`src/rtl/rtc_bus_pkg.sv`:
```
// rtc_bus_pkg: shared types, widths and timing defaults
// for the RTC parallel bus arbiter.
package rtc_bus_pkg;

  localparam int RTC_ADDR_W  = 8;
  localparam int RTC_DATA_W  = 8;
  localparam int T_PULSE_DEF = 7;
  localparam int T_GAP_DEF   = 7;
  localparam int CNT_W       = $clog2(32);

  typedef enum logic [2:0] {
    IDLE,
    ADDR_ACT,
    ADDR_GAP,
    DATA_ACT,
    DATA_GAP
  } state_e;

  // Phase counters count down to zero; load with length-1.
  function automatic logic [CNT_W-1:0] phase_last(input int cycles);
    return CNT_W'(cycles - 1);
  endfunction

endpackage

```
`src/rtl/rtc_rr_arbiter.sv`:
```
// rtc_rr_arbiter: combinational round-robin pick, searching
// cyclically from ptr_i; returns one-hot grant and its index.
module rtc_rr_arbiter #(
  parameter int N  = 3,
  parameter int IW = 2
) (
  input  logic [N-1:0]  req_i,
  input  logic [IW-1:0] ptr_i,
  output logic [N-1:0]  gnt_o,
  output logic [IW-1:0] idx_o,
  output logic          any_o
);

  always_comb begin
    int k;
    k     = 0;
    gnt_o = '0;
    idx_o = '0;
    any_o = 1'b0;
    for (int i = 0; i < N; i++) begin
      k = (int'(ptr_i) + i) % N;
      if (!any_o && req_i[k]) begin
        any_o    = 1'b1;
        gnt_o[k] = 1'b1;
        idx_o    = IW'(k);
      end
    end
  end

endmodule

```
`src/rtl/rtc_bus_arbiter.sv`:
```
// rtc_bus_arbiter: round-robin owner of the multiplexed RTC bus.
// Define RTC_BUS_LOCK_EN to let a locked requester keep the bus.
module rtc_bus_arbiter
  import rtc_bus_pkg::*;
#(
  parameter int N_REQ   = 3,
  parameter int T_PULSE = T_PULSE_DEF,
  parameter int T_GAP   = T_GAP_DEF
) (
  input  logic                        clk_i,
  input  logic                        reset_n,
  input  logic [N_REQ-1:0]            req,
  input  logic [N_REQ-1:0]            req_wr,
  input  logic [RTC_ADDR_W*N_REQ-1:0] req_addr,
  input  logic [RTC_DATA_W*N_REQ-1:0] req_wdata,
  input  logic [N_REQ-1:0]            req_lock,
  output logic [N_REQ-1:0]            gnt,
  output logic [N_REQ-1:0]            done,
  output logic [RTC_DATA_W-1:0]       rdata,
  output logic [RTC_DATA_W-1:0]       ad_out,
  output logic                        ad_oe,
  input  logic [RTC_DATA_W-1:0]       ad_in,
  output logic                        AD_o,
  output logic                        CS,
  output logic                        RD,
  output logic                        WR
);

  localparam int IW = (N_REQ > 1) ? $clog2(N_REQ) : 1;
  localparam logic [CNT_W-1:0] P_LAST = phase_last(T_PULSE);
  localparam logic [CNT_W-1:0] G_LAST = phase_last(T_GAP);

  state_e                state_q, state_d;
  logic [CNT_W-1:0]      cnt_q, cnt_d;
  logic [IW-1:0]         ptr_q, ptr_d;
  logic [IW-1:0]         idx_q, idx_d;
  logic [N_REQ-1:0]      gnt_q, gnt_d;
  logic [N_REQ-1:0]      done_q, done_d;
  logic                  wr_q, wr_d;
  logic                  oe_q, oe_d;
  logic                  lock_q, lock_d;
  logic [RTC_DATA_W-1:0] wdata_q, wdata_d;
  logic [RTC_DATA_W-1:0] ad_q, ad_d;
  logic [RTC_DATA_W-1:0] rdata_q, rdata_d;

  logic [N_REQ-1:0] pick_oh;
  logic [IW-1:0]    pick_idx;
  logic             pick_any;
  logic [IW-1:0]    g_idx;
  logic             g_en;
  logic             last;
  logic             lock_hold;

  rtc_rr_arbiter #(
    .N  (N_REQ),
    .IW (IW)
  ) u_rr (
    .req_i (req),
    .ptr_i (ptr_q),
    .gnt_o (pick_oh),
    .idx_o (pick_idx),
    .any_o (pick_any)
  );

`ifdef RTC_BUS_LOCK_EN
  assign lock_hold = req_lock[idx_q] & req[idx_q];
`else
  logic unused_lock;
  assign unused_lock = ^req_lock;
  assign lock_hold   = 1'b0;
`endif

  always_comb begin
    state_d = state_q;
    cnt_d   = cnt_q;
    ptr_d   = ptr_q;
    idx_d   = idx_q;
    gnt_d   = gnt_q;
    wr_d    = wr_q;
    oe_d    = oe_q;
    lock_d  = lock_q;
    wdata_d = wdata_q;
    ad_d    = ad_q;
    rdata_d = rdata_q;
    last    = (cnt_q == '0);
    g_idx   = lock_q ? idx_q : pick_idx;
    g_en    = lock_q | pick_any;
    unique case (state_q)
      IDLE: begin
        if (g_en) begin
          state_d = ADDR_ACT;
          cnt_d   = P_LAST;
          idx_d   = g_idx;
          gnt_d   = lock_q ? (N_REQ'(1) << idx_q) : pick_oh;
          ptr_d   = (int'(g_idx) == N_REQ - 1) ? '0 : g_idx + 1'b1;
          wr_d    = req_wr[g_idx];
          ad_d    = req_addr[RTC_ADDR_W*g_idx +: RTC_ADDR_W];
          wdata_d = req_wdata[RTC_DATA_W*g_idx +: RTC_DATA_W];
          oe_d    = 1'b1;
          lock_d  = 1'b0;
        end
      end
      ADDR_ACT: begin
        if (last) begin
          state_d = ADDR_GAP;
          cnt_d   = G_LAST;
        end else begin
          cnt_d = cnt_q - 1'b1;
        end
      end
      ADDR_GAP: begin
        if (last) begin
          state_d = DATA_ACT;
          cnt_d   = P_LAST;
          oe_d    = wr_q;
          if (wr_q) ad_d = wdata_q;
        end else begin
          cnt_d = cnt_q - 1'b1;
        end
      end
      DATA_ACT: begin
        if (last) begin
          state_d = DATA_GAP;
          cnt_d   = G_LAST;
          oe_d    = 1'b0;
          if (!wr_q) rdata_d = ad_in;
        end else begin
          cnt_d = cnt_q - 1'b1;
        end
      end
      DATA_GAP: begin
        if (last) begin
          state_d = IDLE;
          lock_d  = lock_hold;
        end else begin
          cnt_d = cnt_q - 1'b1;
        end
      end
      default: state_d = IDLE;
    endcase
    // done and grant release land together on the final gap cycle
    done_d = (state_d == DATA_GAP && cnt_d == '0) ? gnt_q : '0;
    if (|done_d) gnt_d = '0;
  end

  always_ff @(posedge clk_i or negedge reset_n) begin
    if (!reset_n) begin
      state_q <= IDLE;
      cnt_q   <= '0;
      ptr_q   <= '0;
      idx_q   <= '0;
      gnt_q   <= '0;
      done_q  <= '0;
      wr_q    <= 1'b0;
      oe_q    <= 1'b0;
      lock_q  <= 1'b0;
      wdata_q <= '0;
      ad_q    <= '0;
      rdata_q <= '0;
    end else begin
      state_q <= state_d;
      cnt_q   <= cnt_d;
      ptr_q   <= ptr_d;
      idx_q   <= idx_d;
      gnt_q   <= gnt_d;
      done_q  <= done_d;
      wr_q    <= wr_d;
      oe_q    <= oe_d;
      lock_q  <= lock_d;
      wdata_q <= wdata_d;
      ad_q    <= ad_d;
      rdata_q <= rdata_d;
    end
  end

  assign gnt    = gnt_q;
  assign done   = done_q;
  assign rdata  = rdata_q;
  assign ad_out = ad_q;
  assign ad_oe  = oe_q;
  assign CS     = !(state_q == ADDR_ACT || state_q == DATA_ACT);
  assign WR     = !(state_q == ADDR_ACT || (state_q == DATA_ACT && wr_q));
  assign RD     = !(state_q == DATA_ACT && !wr_q);
  assign AD_o   = (state_q == DATA_ACT || state_q == DATA_GAP);

endmodule
```
`config.mk`:
```
export PLATFORM = sky130hd
export DESIGN_NAME = rtc_bus_arbiter
export DESIGN_NICKNAME = d
export VERILOG_FILES = /design/src/rtl/rtc_bus_pkg.sv /design/src/rtl/rtc_rr_arbiter.sv /design/src/rtl/rtc_bus_arbiter.sv
export SDC_FILE = /design/constraint.sdc
export NUM_CORES = 1
export LEC_CHECK = 0
export ABC_AREA = 1
export CAP_MARGIN = 15
export CORE_UTILIZATION = 45
export DETAILED_ROUTE_END_ITERATION = 10
export GPL_ROUTABILITY_DRIVEN = 0
export GPL_TIMING_DRIVEN = 0
export HOLD_SLACK_MARGIN = 0.1
export PLACE_DENSITY = 0.76
export SETUP_SLACK_MARGIN = 0.4
export SLEW_MARGIN = 0
export SYNTH_ARGS = -nofsm -noshare
export SYNTH_HDL_FRONTEND = slang
export SYNTH_SLANG_ARGS = --single-unit
```
`constraint.sdc`:
```
create_clock -name clk_i -period 2.35 [get_ports clk_i]
set_input_delay 0.47 -clock clk_i [delete_from_list [all_inputs] [get_ports clk_i]]
set_output_delay 0.47 -clock clk_i [all_outputs]
set_load 0.02 [all_outputs]
```
==> summary.md <==
| Metric | Value |
|---|---|
| RSZ-0062 raised after global routing | `true` |
| Syn Std Cell Area | `around 0.0026 mm^2` |
| Port Buf Inserts | `90` |
| Area delta synth->final | `72.2%` |
| Status | `finished clean` |
| Die Area | `0.00612 mm^2` |
| Hold crit path type | `reg2reg` |
| Row count | `27` |
| Total power | `approximately 1.7 mW` |
| DP HPWL | `between 5 and 6 mm` |
| Longest Clk Path Bufs | `2` |
| Top cells by area, synth | `dfrtp_1 40%, nand2_1 16%, nand3_1 5.9%` |
| Via count of the first global-routing pass | `about 2,800` |
| Antenna diodes | `0` |
| Worst Setup End Kind | `flop` |
| Final wirelength | `a little over 9 mm` |
| Top cell type's share of synthesized area | `between 40% and 50%` |
| Num Clock Sinks | `42` |
| Via density | `roughly 5.4` |
| Largest net degree at the start of global routing | `38` |
| Post-layout util | `81.3%` |
| CTS H-tree depth | `2` |
| Die Ht | `78.2 um` |
| Crit path DAT | `roughly 2.4 ns` |
| Period utilisation layout | `93.4%` |
| Worst Slack Setup Final | `0.155 ns` |
| First-pass GRT wire length | `~13 mm` |
| Hold depth | `2` |
| Routed vias | `approximately 3,000` |
| Max-cap violations | `0` |
| Worst endpoint required time | `~2.6 ns` |
| Starting Density | `a little under half` |
| Register area share after synthesis | `40.2%` |
| Final nets | `between 500 and 600` |
| Post-synth cell types | `30` |
| Mean area per synthesized cell | `7.62 um^2` |
| Grt ovf | `0` |
| CTS Root Cell | `clkbuf_8` |
| Flip-flop and latch area | `around 0.0011 mm^2` |
| Yosys top cell by area | `dfrtp_1` |
| CTS tree | `built` |
| DRC violations left | `0` |
| Routed WL per cell | `around 16 um` |
| Crit path kind | `reg2reg` |
| Yosys warnings | `0` |
| Initial antenna violation count | `0` |
| Rel. slew slack | `between 50 and 60%` |
| IR Drop Worst-Case VDD | `between 0.2 and 0.3 mV` |
| Post-Layout Inst Area | `0.00450 mm^2` |
| Worst Reg-to-Reg Cells | `13` |
| Area after DPL | `about 0.0036 mm^2` |
| Worst-path clk slew | `0.09 ns` |
| Gate Count Post-Synth | `343` |
| Final Skew | `between 0.008 and 0.009 ns` |
| Core region area | `between 0.005 and 0.006 mm^2` |
| Setup slack at placement | `-0.0321 ns` |
| Clock Latency Late Sink | `around 0.30 ns` |
| Syn_nets | `roughly 420` |
| CTS buffer count | `5` |
| Horiz. Die Dim | `78.2 um` |
| I/O pin cnt | `94` |
| GRT Resource Usage Total | `a little over a quarter` |
| FF+latch count, synth | `42` |
| Fmax | `~0.46 GHz` |
| Min cycle time layout | `between 2 and 2.5 ns` |
| Leakage | `between 2 and 2.5 nW` |
| Footprint of the multi-input gates | `0.00171 mm^2` |
| Post-DRT Antenna Nets | `0` |
| Fillers | `around 340` |
| Power Dens Cells | `372 mW/mm^2` |
| Setup crit start kind | `flop` |
| 1st-iter DRT viols | `~150` |
| Endpoints failing setup | `0` |
| Largest fanout on the critical path | `6` |
| Max Slew Vio Count | `0` |
| Worst-Margin Slew | `roughly 0.64 ns` |
| Fin. Hold Viols | `0` |
| First-pass DRT Iterations | `4` |
| Proportion of layout cells with a drive suffix above 1 | `a little over a third` |
## sequential cells by signal, summed over array words and instances, names as in the netlist
name,flops
ad_out,8
rdata,8
wdata_q,8
cnt_q,5
done,3
gnt,3
state_q,3
ptr_q,2
ad_oe,1
wr_q,1
## worst max-delay path, cell delays in order, from the launching register on
cell     delay, ns
dfrtp_1       0.42
buf_4         0.15
ha_2          0.23
o21ai_2       0.18
nand2_4       0.12
nand3_4       0.11
nand2_2       0.05
inv_2         0.10
nand2_8       0.09
nor2_8        0.18
buf_12        0.13
buf_16        0.10
nand2_1       0.04
a31oi_1       0.19
## layer usage
metal / wire length (um) / global-route usage, % / vias up
li1: - / - / 1383
met1: 3380 / 32.1 / 1442
met2: 4830 / 47.8 / 139
met3: 553 / 5.47 / 25
met4: 291 / 13.3 / 0
met5: 0 / 0 / -
## stage by stage
step	setup TNS (ns)	instances	hold WS, ns
after floorplan	0	343	0.174
final	0	555	0.486
after detailed placement	-0.109	506	0.316
after global routing	0	555	0.513
after CTS	0	544	0.487
after global placement	-11.96	505	0.462
## what timing repair did
item / in CTS / in global routing
pin swaps: 23 / 19
buffers inserted: 26 / 10
endpoints found under the setup margin: 31 / 31
gates resized for setup: 74 / 47
gates cloned: 3 / 1
endpoints found under the hold margin: 5 / 0
hold buffers: 1 / 0
## final timing paths
kind                       startpoint         end  slack (ns)
setup / recovery             ptr_q[0]  wdata_q[6]        0.15
hold / removal              ad_out[4]   ad_out[4]        0.49
setup reg to reg             ptr_q[0]  wdata_q[6]        0.15
hold reg to reg             ad_out[4]   ad_out[4]        0.49
max in group asynchronous     reset_n    ptr_q[1]        1.36
min in group asynchronous     reset_n    cnt_q[2]        0.54
## cells by family (layout without fill, tap and decap cells)
group                    count (synthesis)  after routing  synth area share (%)
buffers and inverters                   48            188                  8.04
AND/OR/NAND/NOR                        201            201                  36.0
AO/OA/AOI/OAI                           37             37                  9.14
multiplexers                             8              8                  3.45
flip-flops                              42             42                  40.2
adder cells (fa/ha/maj)                  6              6                  2.87
XOR/XNOR                                 1              1                 0.335
## final cells by class
type | instances | area share (%)
flip-flops and latches | 42 | 23.4
well taps | 72 | 2.00
clock inverters | 3 | 0.472
repair buffers | 131 | 28.8
inverters | 42 | 4.11
multi-input cells | 253 | 38.0
plain buffers | 6 | 1.53
repair inverters | 1 | 0.167
clock buffers | 5 | 1.53
## power breakdown
group | internal [mW] | switching, mW
logic | 0.251 | 0.210
clock network | 0.209 | 0.267
registers | 0.734 | 0.00289
## cell usage after synthesis
cell and n:
a21oi_1 14, a31oi_1 3, a41oi_2 2, buf_2 3, buf_6 2, buf_8 1, dfrtp_1 42, ha_1 6
inv_1 34, inv_2 8, mux2_2 8, nand2_1 108, nand2_2 14, nand2_4 4, nand3_1 31, nand3_2 3
nand3b_1 4, nand4_1 1, nor2_1 27, nor2_4 2, nor2_8 1, nor3_1 1, o2111ai_1 4, o211ai_1 3
o21ai_0 7, o21ai_1 2, o21ai_2 1, o22ai_1 1, or2_2 5, xor2_1 1
## cell usage in the layout (no fill, tap or decap), types with 6 or more instances in the layout
cell             instances
inv_2                    9
nand3_2                 15
nand2_1                 84
nand2_2                 24
nand2_4                 16
nand3_1                 15
nor2_1                  22
mux2_2                   8
inv_1                   28
a21oi_1                 13
buf_4                   31
clkdlybuf4s50_1         85
buf_6                    6
dfrtp_1                 41
No activity file was read; power rests on OpenSTA's default activity.
